$ cat src/rtl/rggen_native_adapter_pkg.sv
// Shared types and constants for the native register-bus adapter.
package rggen_native_adapter_pkg;

  localparam int unsigned STATUS_WIDTH = 2;

  typedef logic [STATUS_WIDTH-1:0] status_t;

  localparam status_t STATUS_OKAY   = 2'b00;
  localparam status_t STATUS_EXOKAY = 2'b01;
  localparam status_t STATUS_SLVERR = 2'b10;
  localparam status_t STATUS_DECERR = 2'b11;

  typedef enum logic [1:0] {
    STATE_IDLE,
    STATE_BUSY,
    STATE_RESPONSE
  } state_e;

endpackage

$ cat src/rtl/rggen_native_adapter_mux.sv
// Ready-masked OR reduction of per-slot status and read data.
module rggen_native_adapter_mux
  import rggen_native_adapter_pkg::*;
#(
  parameter int unsigned BUS_WIDTH = 32,
  parameter int unsigned REGISTERS = 1
)(
  input  logic [REGISTERS-1:0]              select,
  input  logic [STATUS_WIDTH*REGISTERS-1:0] reg_status,
  input  logic [BUS_WIDTH*REGISTERS-1:0]    reg_read_data,
  output status_t                           status_c,
  output logic [BUS_WIDTH-1:0]              read_data_c
);

  always_comb begin
    status_c    = '0;
    read_data_c = '0;
    for (int unsigned i = 0; i < REGISTERS; i++) begin
      if (select[i]) begin
        status_c    = status_c | reg_status[STATUS_WIDTH*i+:STATUS_WIDTH];
        read_data_c = read_data_c | reg_read_data[BUS_WIDTH*i+:BUS_WIDTH];
      end
    end
  end

endmodule

$ cat src/rtl/rggen_native_adapter.sv
// Host-to-register-slot adapter: decodes the block range, broadcasts the access
// to all slots and returns a single merged response.
module rggen_native_adapter
  import rggen_native_adapter_pkg::*;
#(
  parameter int unsigned            ADDRESS_WIDTH     = 8,
  parameter int unsigned            BUS_WIDTH         = 32,
  parameter int unsigned            REGISTERS         = 1,
  parameter bit [ADDRESS_WIDTH-1:0] BASE_ADDRESS      = '0,
  parameter int unsigned            BYTE_SIZE         = 256,
  parameter bit                     ERROR_STATUS      = 1'b0,
  parameter bit [BUS_WIDTH-1:0]     DEFAULT_READ_DATA = '0,
  parameter int unsigned            TIMEOUT           = 0
)(
  input  logic                              i_clk,
  input  logic                              i_rst,
  input  logic                              i_req_valid,
  output logic                              o_req_ready,
  input  logic                              i_req_write,
  input  logic [ADDRESS_WIDTH-1:0]          i_req_address,
  input  logic [BUS_WIDTH-1:0]              i_req_write_data,
  input  logic [BUS_WIDTH/8-1:0]            i_req_strobe,
  output logic                              o_rsp_valid,
  input  logic                              i_rsp_ready,
  output logic [STATUS_WIDTH-1:0]           o_rsp_status,
  output logic [BUS_WIDTH-1:0]              o_rsp_read_data,
  output logic                              o_reg_valid,
  output logic                              o_reg_write,
  output logic [ADDRESS_WIDTH-1:0]          o_reg_address,
  output logic [BUS_WIDTH-1:0]              o_reg_write_data,
  output logic [BUS_WIDTH/8-1:0]            o_reg_strobe,
  input  logic [REGISTERS-1:0]              i_reg_active,
  input  logic [REGISTERS-1:0]              i_reg_ready,
  input  logic [STATUS_WIDTH*REGISTERS-1:0] i_reg_status,
  input  logic [BUS_WIDTH*REGISTERS-1:0]    i_reg_read_data
);

  localparam int unsigned STRB_WIDTH    = BUS_WIDTH / 8;
  localparam int unsigned ALIGN_BITS    = $clog2(STRB_WIDTH);
  localparam int unsigned EXT_WIDTH     = ADDRESS_WIDTH + 1;
  localparam int unsigned COUNT_WIDTH   = (TIMEOUT > 1) ? $clog2(TIMEOUT) : 1;
  localparam int unsigned TIMEOUT_LAST  = (TIMEOUT > 0) ? TIMEOUT - 1 : 0;

  localparam logic [ADDRESS_WIDTH-1:0] ADDRESS_MASK =
    ~(ADDRESS_WIDTH'((1 << ALIGN_BITS) - 1));
  localparam logic [EXT_WIDTH-1:0] RANGE_START = EXT_WIDTH'(BASE_ADDRESS);
  localparam logic [EXT_WIDTH-1:0] RANGE_LIMIT =
    EXT_WIDTH'(BASE_ADDRESS) + EXT_WIDTH'(BYTE_SIZE);
  localparam status_t UNMAPPED_STATUS = ERROR_STATUS ? STATUS_SLVERR : STATUS_OKAY;

  state_e                   state;
  logic                     write_q;
  logic [ADDRESS_WIDTH-1:0] address_q;
  logic [BUS_WIDTH-1:0]     write_data_q;
  logic [STRB_WIDTH-1:0]    strobe_q;
  status_t                  status_q;
  logic [BUS_WIDTH-1:0]     read_data_q;
  logic [COUNT_WIDTH-1:0]   count_q;

  logic [ADDRESS_WIDTH-1:0] aligned_address;
  logic [EXT_WIDTH-1:0]     ext_address;
  logic                     in_range;
  logic [REGISTERS-1:0]     ready_slots;
  logic                     timeout_hit;
  status_t                  merged_status;
  logic [BUS_WIDTH-1:0]     merged_read_data;

  // Range decode is done on the word-aligned address seen by the slots.
  assign aligned_address = i_req_address & ADDRESS_MASK;
  assign ext_address     = {1'b0, aligned_address};
  assign in_range        = (ext_address >= RANGE_START) && (ext_address < RANGE_LIMIT);
  assign ready_slots     = i_reg_active & i_reg_ready;
  assign timeout_hit     = (TIMEOUT != 0) && (count_q == COUNT_WIDTH'(TIMEOUT_LAST));

  rggen_native_adapter_mux #(
    .BUS_WIDTH (BUS_WIDTH),
    .REGISTERS (REGISTERS)
  ) u_mux (
    .select        (ready_slots),
    .reg_status    (i_reg_status),
    .reg_read_data (i_reg_read_data),
    .status_c      (merged_status),
    .read_data_c   (merged_read_data)
  );

  // Transaction FSM; every output field is a flop or a decode of the state flop.
  always_ff @(posedge i_clk) begin
    if (i_rst) begin
      state        <= STATE_IDLE;
      write_q      <= 1'b0;
      address_q    <= '0;
      write_data_q <= '0;
      strobe_q     <= '0;
      status_q     <= '0;
      read_data_q  <= '0;
      count_q      <= '0;
    end else begin
      case (state)
        STATE_IDLE: begin
          if (i_req_valid) begin
            write_q      <= i_req_write;
            address_q    <= aligned_address;
            write_data_q <= i_req_write_data;
            strobe_q     <= i_req_write ? i_req_strobe : '1;
            count_q      <= '0;
            if (in_range) begin
              state <= STATE_BUSY;
            end else begin
              state       <= STATE_RESPONSE;
              status_q    <= STATUS_SLVERR;
              read_data_q <= DEFAULT_READ_DATA;
            end
          end
        end
        STATE_BUSY: begin
          if (ready_slots != '0) begin
            state       <= STATE_RESPONSE;
            status_q    <= merged_status;
            read_data_q <= write_q ? '0 : merged_read_data;
          end else if (i_reg_active == '0) begin
            state       <= STATE_RESPONSE;
            status_q    <= UNMAPPED_STATUS;
            read_data_q <= DEFAULT_READ_DATA;
          end else if (timeout_hit) begin
            state       <= STATE_RESPONSE;
            status_q    <= STATUS_SLVERR;
            read_data_q <= DEFAULT_READ_DATA;
          end else begin
            count_q <= count_q + COUNT_WIDTH'(1);
          end
        end
        STATE_RESPONSE: begin
          if (i_rsp_ready) begin
            state <= STATE_IDLE;
          end
        end
        default: state <= STATE_IDLE;
      endcase
    end
  end

  assign o_req_ready      = (state == STATE_IDLE);
  assign o_reg_valid      = (state == STATE_BUSY);
  assign o_rsp_valid      = (state == STATE_RESPONSE);
  assign o_reg_write      = write_q;
  assign o_reg_address    = address_q;
  assign o_reg_write_data = write_data_q;
  assign o_reg_strobe     = strobe_q;
  assign o_rsp_status     = status_q;
  assign o_rsp_read_data  = read_data_q;

endmodule

$ cat config.mk
export PLATFORM = sky130hd
export DESIGN_NAME = rggen_native_adapter
export DESIGN_NICKNAME = d
export VERILOG_FILES = /design/src/rtl/rggen_native_adapter_pkg.sv /design/src/rtl/rggen_native_adapter_mux.sv /design/src/rtl/rggen_native_adapter.sv
export SDC_FILE = /design/constraint.sdc
export NUM_CORES = 1
export LEC_CHECK = 0
export CAP_MARGIN = 5
export CORE_UTILIZATION = 38
export DETAILED_ROUTE_END_ITERATION = 7
export HOLD_SLACK_MARGIN = 0.15
export PLACE_DENSITY = 0.88
export SYNTH_ARGS = -nofsm -noshare
export SYNTH_HDL_FRONTEND = slang
export SYNTH_SLANG_ARGS = --single-unit
export TNS_END_PERCENT = 30
$ cat constraint.sdc
create_clock -name i_clk -period 2.1 [get_ports i_clk]
set_clock_uncertainty 0.2 [all_clocks]
set_input_delay 0.21 -clock i_clk [delete_from_list [all_inputs] [get_ports i_clk]]
set_output_delay 0.21 -clock i_clk [all_outputs]
set_load 0.02 [all_outputs]
==> metrics.md <==
| Metric | Value |
|---|---|
| Status | complete, no violations |
| Sink Count | 79 |
| Cell variety after synth | 25 |
| Netlist Area Pre-Place | 2965 um2 |
| Final Max Tran Viols | 0 |
| RSZ-0062 raised after global routing | false |
| Layout Nets | 595 |
| Mux cell area share after synthesis | 0.003376 |
| CTS Buffer Depth | 2 |
| VDD IR max | 494.0 uV |
| Total die area | 8160 um2 |
| Postcts setup bufs | 0 |
| Setup TNS | 0 ps |
| Int Power | 2.717 mW |
| Total power draw | 3.619 mW |
| Cell Rows | 31 |
| Post-Synth XOR/XNOR Area | 0 |
| GRT Util Overall | 0.2166 |
| Hold Buf Count CTS | 0 |
| Post-Syn Instances | 360 |
| # setup viols final | 0 |
| Synth Area in Adders | 0 |
| CTS HTree Levels | 3 |
| Worst setup SP type | register |
| Lkg Pwr | 1.737 nW |
| Area after DPL | 4652 um2 |
| Crit path DAT | 1450 ps |
| Initial antenna violation count | 0 |
| Fin crit period | 1864 ps |
| Initial Util | 0.4003 |
| Crit path kind | reg -> out |
| Vias per cell | 5.135 |
| Overflow after GRT | 0 |
| Root Driver | clkbuf_8 |
| Leading area contributor after synthesis | dfxtp_1 |
| # IOs | 167 |
| CTS tree | yes |
| Synth top area share | 0.5333 |
| Clock power share | 0.374 |
| DR vias | 3153 |
| Crit end category | output port |
| Drt initial violations | 124 |
| Hold crit path type | in -> reg |
| Sequential area share after synthesis | 0.5333 |
| Total CTS buffers | 9 |
| Latest clock arrival within the worst-skew pair | 330 ps |
| DRT Pass-1 Iters | 4 |
| Complex-gate fraction of the synthesized area | 0.1831 |
| Combinational family with the most area after synthesis | simple AND/OR/NAND/NOR gates |
| Fin. Hold Viols | 0 |
| Port buffer count | 162 |
| Final worst-path cycle share | 0.8878 |
| CTS resizes | 3 |
| Power density cells | 739.3 nW/um2 |
| YS warnings | 0 |
| Combinational power share | 0.182 |
| Core Region | 7408 um2 |
| Final wirelength | 8.981 mm |
| Fin area | 4896 um2 |
| Non-Filler Instances | 614 |
| Final HPWL DP | 6.084 mm |
| DIE HEIGHT | 90.34 um |
| Area growth syn-to-layout | 65.11% |
| Synth Register Bits | 79 |
| Sequential fraction of design power | 0.444 |
| Most common cell after layout, fill and taps aside | clkdlybuf4s50_1 |
| Wire per inst | 14.63 um |
| Post-route ant nets | 0 |
| Share of cells above drive strength 1 | 0.06602 |
| Reg clk slew, reported paths | 80 ps |
| Max cap viols | 0 |
| Largest net degree at the start of global routing | 80 |
| Net Sw Power | 902.1 uW |
| RD Place Congestion | 0.7078 |
| Sw frac | 0.2492 |
| Number of global-route vias before repair | 2994 |
| Simple-gate area share of the yosys netlist | 0.2118 |
| Horiz. Die Dim | 90.34 um |
| Fmax | 0.5364 GHz |
| First-pass GRT wire length | 14.22 mm |
| Synth area leaders | dfxtp_1 53%, a21oi_1 12%, nand2_1 9.9% |
| Diodes inserted | 0 |
| Drt drc | 0 |
| Placed instance count | 598 |
| CP required | 1690 ps |
| Avg Cell Area, Syn | 8.237 um2 |
| Commonest cells after routing, fill and taps aside | 159 x clkdlybuf4s50_1, 78 x nand2_1, 78 x dfxtp_1 |
| CP Max Fanout | 6 |
-- logic make-up (layout without fill, tap and decap cells) --
logic type	count (synthesis)	in the layout
multiplexers	1	1
AO/OA/AOI/OAI	108	108
flip-flops	79	79
AND/OR/NAND/NOR	134	134
other	1	2
buffers and inverters	37	191
-- path summary, 6_finish.rpt --
| kind | startpoint | slack (ps) | endpoint | cells past startpoint |
|---|---|---|---|---|
| min | i_rst | 170 | o_reg_write_data[11] | 3 |
| max | state[1] | 240 | o_req_ready | 2 |
| min reg2reg | o_reg_write_data[6] | 260 | o_reg_write_data[6] | 2 |
| max reg2reg | state[0] | 380 | o_rsp_read_data[10] | 5 |
-- synth_stat cells (all sizes together) --
cell type and count:
nor2b 2, a22oi 1, buf 19, and3b 1, nand3 16, clkinv 1
inv 1, o21ai 34, a21oi 73, nand2 78, nor2 6, conb 1
or2b 1, or3b 1, nand2b 1, nand4 18, mux2i 1, nor3 5
nor3b 5, clkbuf 16, dfxtp 79
-- registers in the layout (all words and copies together), names as in the netlist --
signal and count:
o_reg_write_data 32, o_rsp_status 2, o_reg_strobe 4, o_rsp_read_data 32, state 2, o_reg_write 1
o_reg_address 6
-- routing by layer --
| layer | vias to the layer above | global-route usage | share of wire |
|---|---|---|---|
| li1 | 1525 | - | - |
| met4 | 0 | 0.09274 | 0.024 |
| met2 | 139 | 0.3632 | 0.49 |
| met3 | 19 | 0.06481 | 0.074 |
| met1 | 1470 | 0.2566 | 0.41 |
| met5 | - | 0 | 0 |
-- cell type report --
| class | instances | area, um2 |
|---|---|---|
| clock buffers | 10 | 137.6 |
| clock inverters | 6 | 107.6 |
| fillers | 610 | 2512 |
| inverters | 2 | 12.51 |
| multi-input cells | 245 | 1197 |
| flip-flops and latches | 79 | 1583 |
| well taps | 99 | 123.9 |
| repair buffers | 173 | 1734 |
-- metrics by stage --
stage / setup WS (ps) / util / hold slack [ps]
2_1_floorplan: 617.5 / - / 146.0
3_3_place_gp: 232.0 / 0.6279 / 241.2
3_5_place_dp: 218.9 / 0.6279 / 248.6
4_1_cts: 214.0 / 0.6609 / 160.7
5_1_grt: 153.7 / 0.6609 / 167.7
6_report: 235.6 / 0.6609 / 173.0
-- critical path, stage by stage (launching register included) --
cell	delay (ps)
dfxtp_1	380
nor2_1	120
clkdlybuf4s50_1	620
-- power by group through the flow --
stage	logic [mW]	clock network, mW	registers [mW]
detailed placement	0.659	0	1.64
global placement	0.648	0	1.64
global route	0.705	1.47	1.62
CTS	0.662	1.39	1.61
finish	0.658	1.35	1.61
floorplan	0.222	0	1.72
Power figures use the tool's default switching activity.
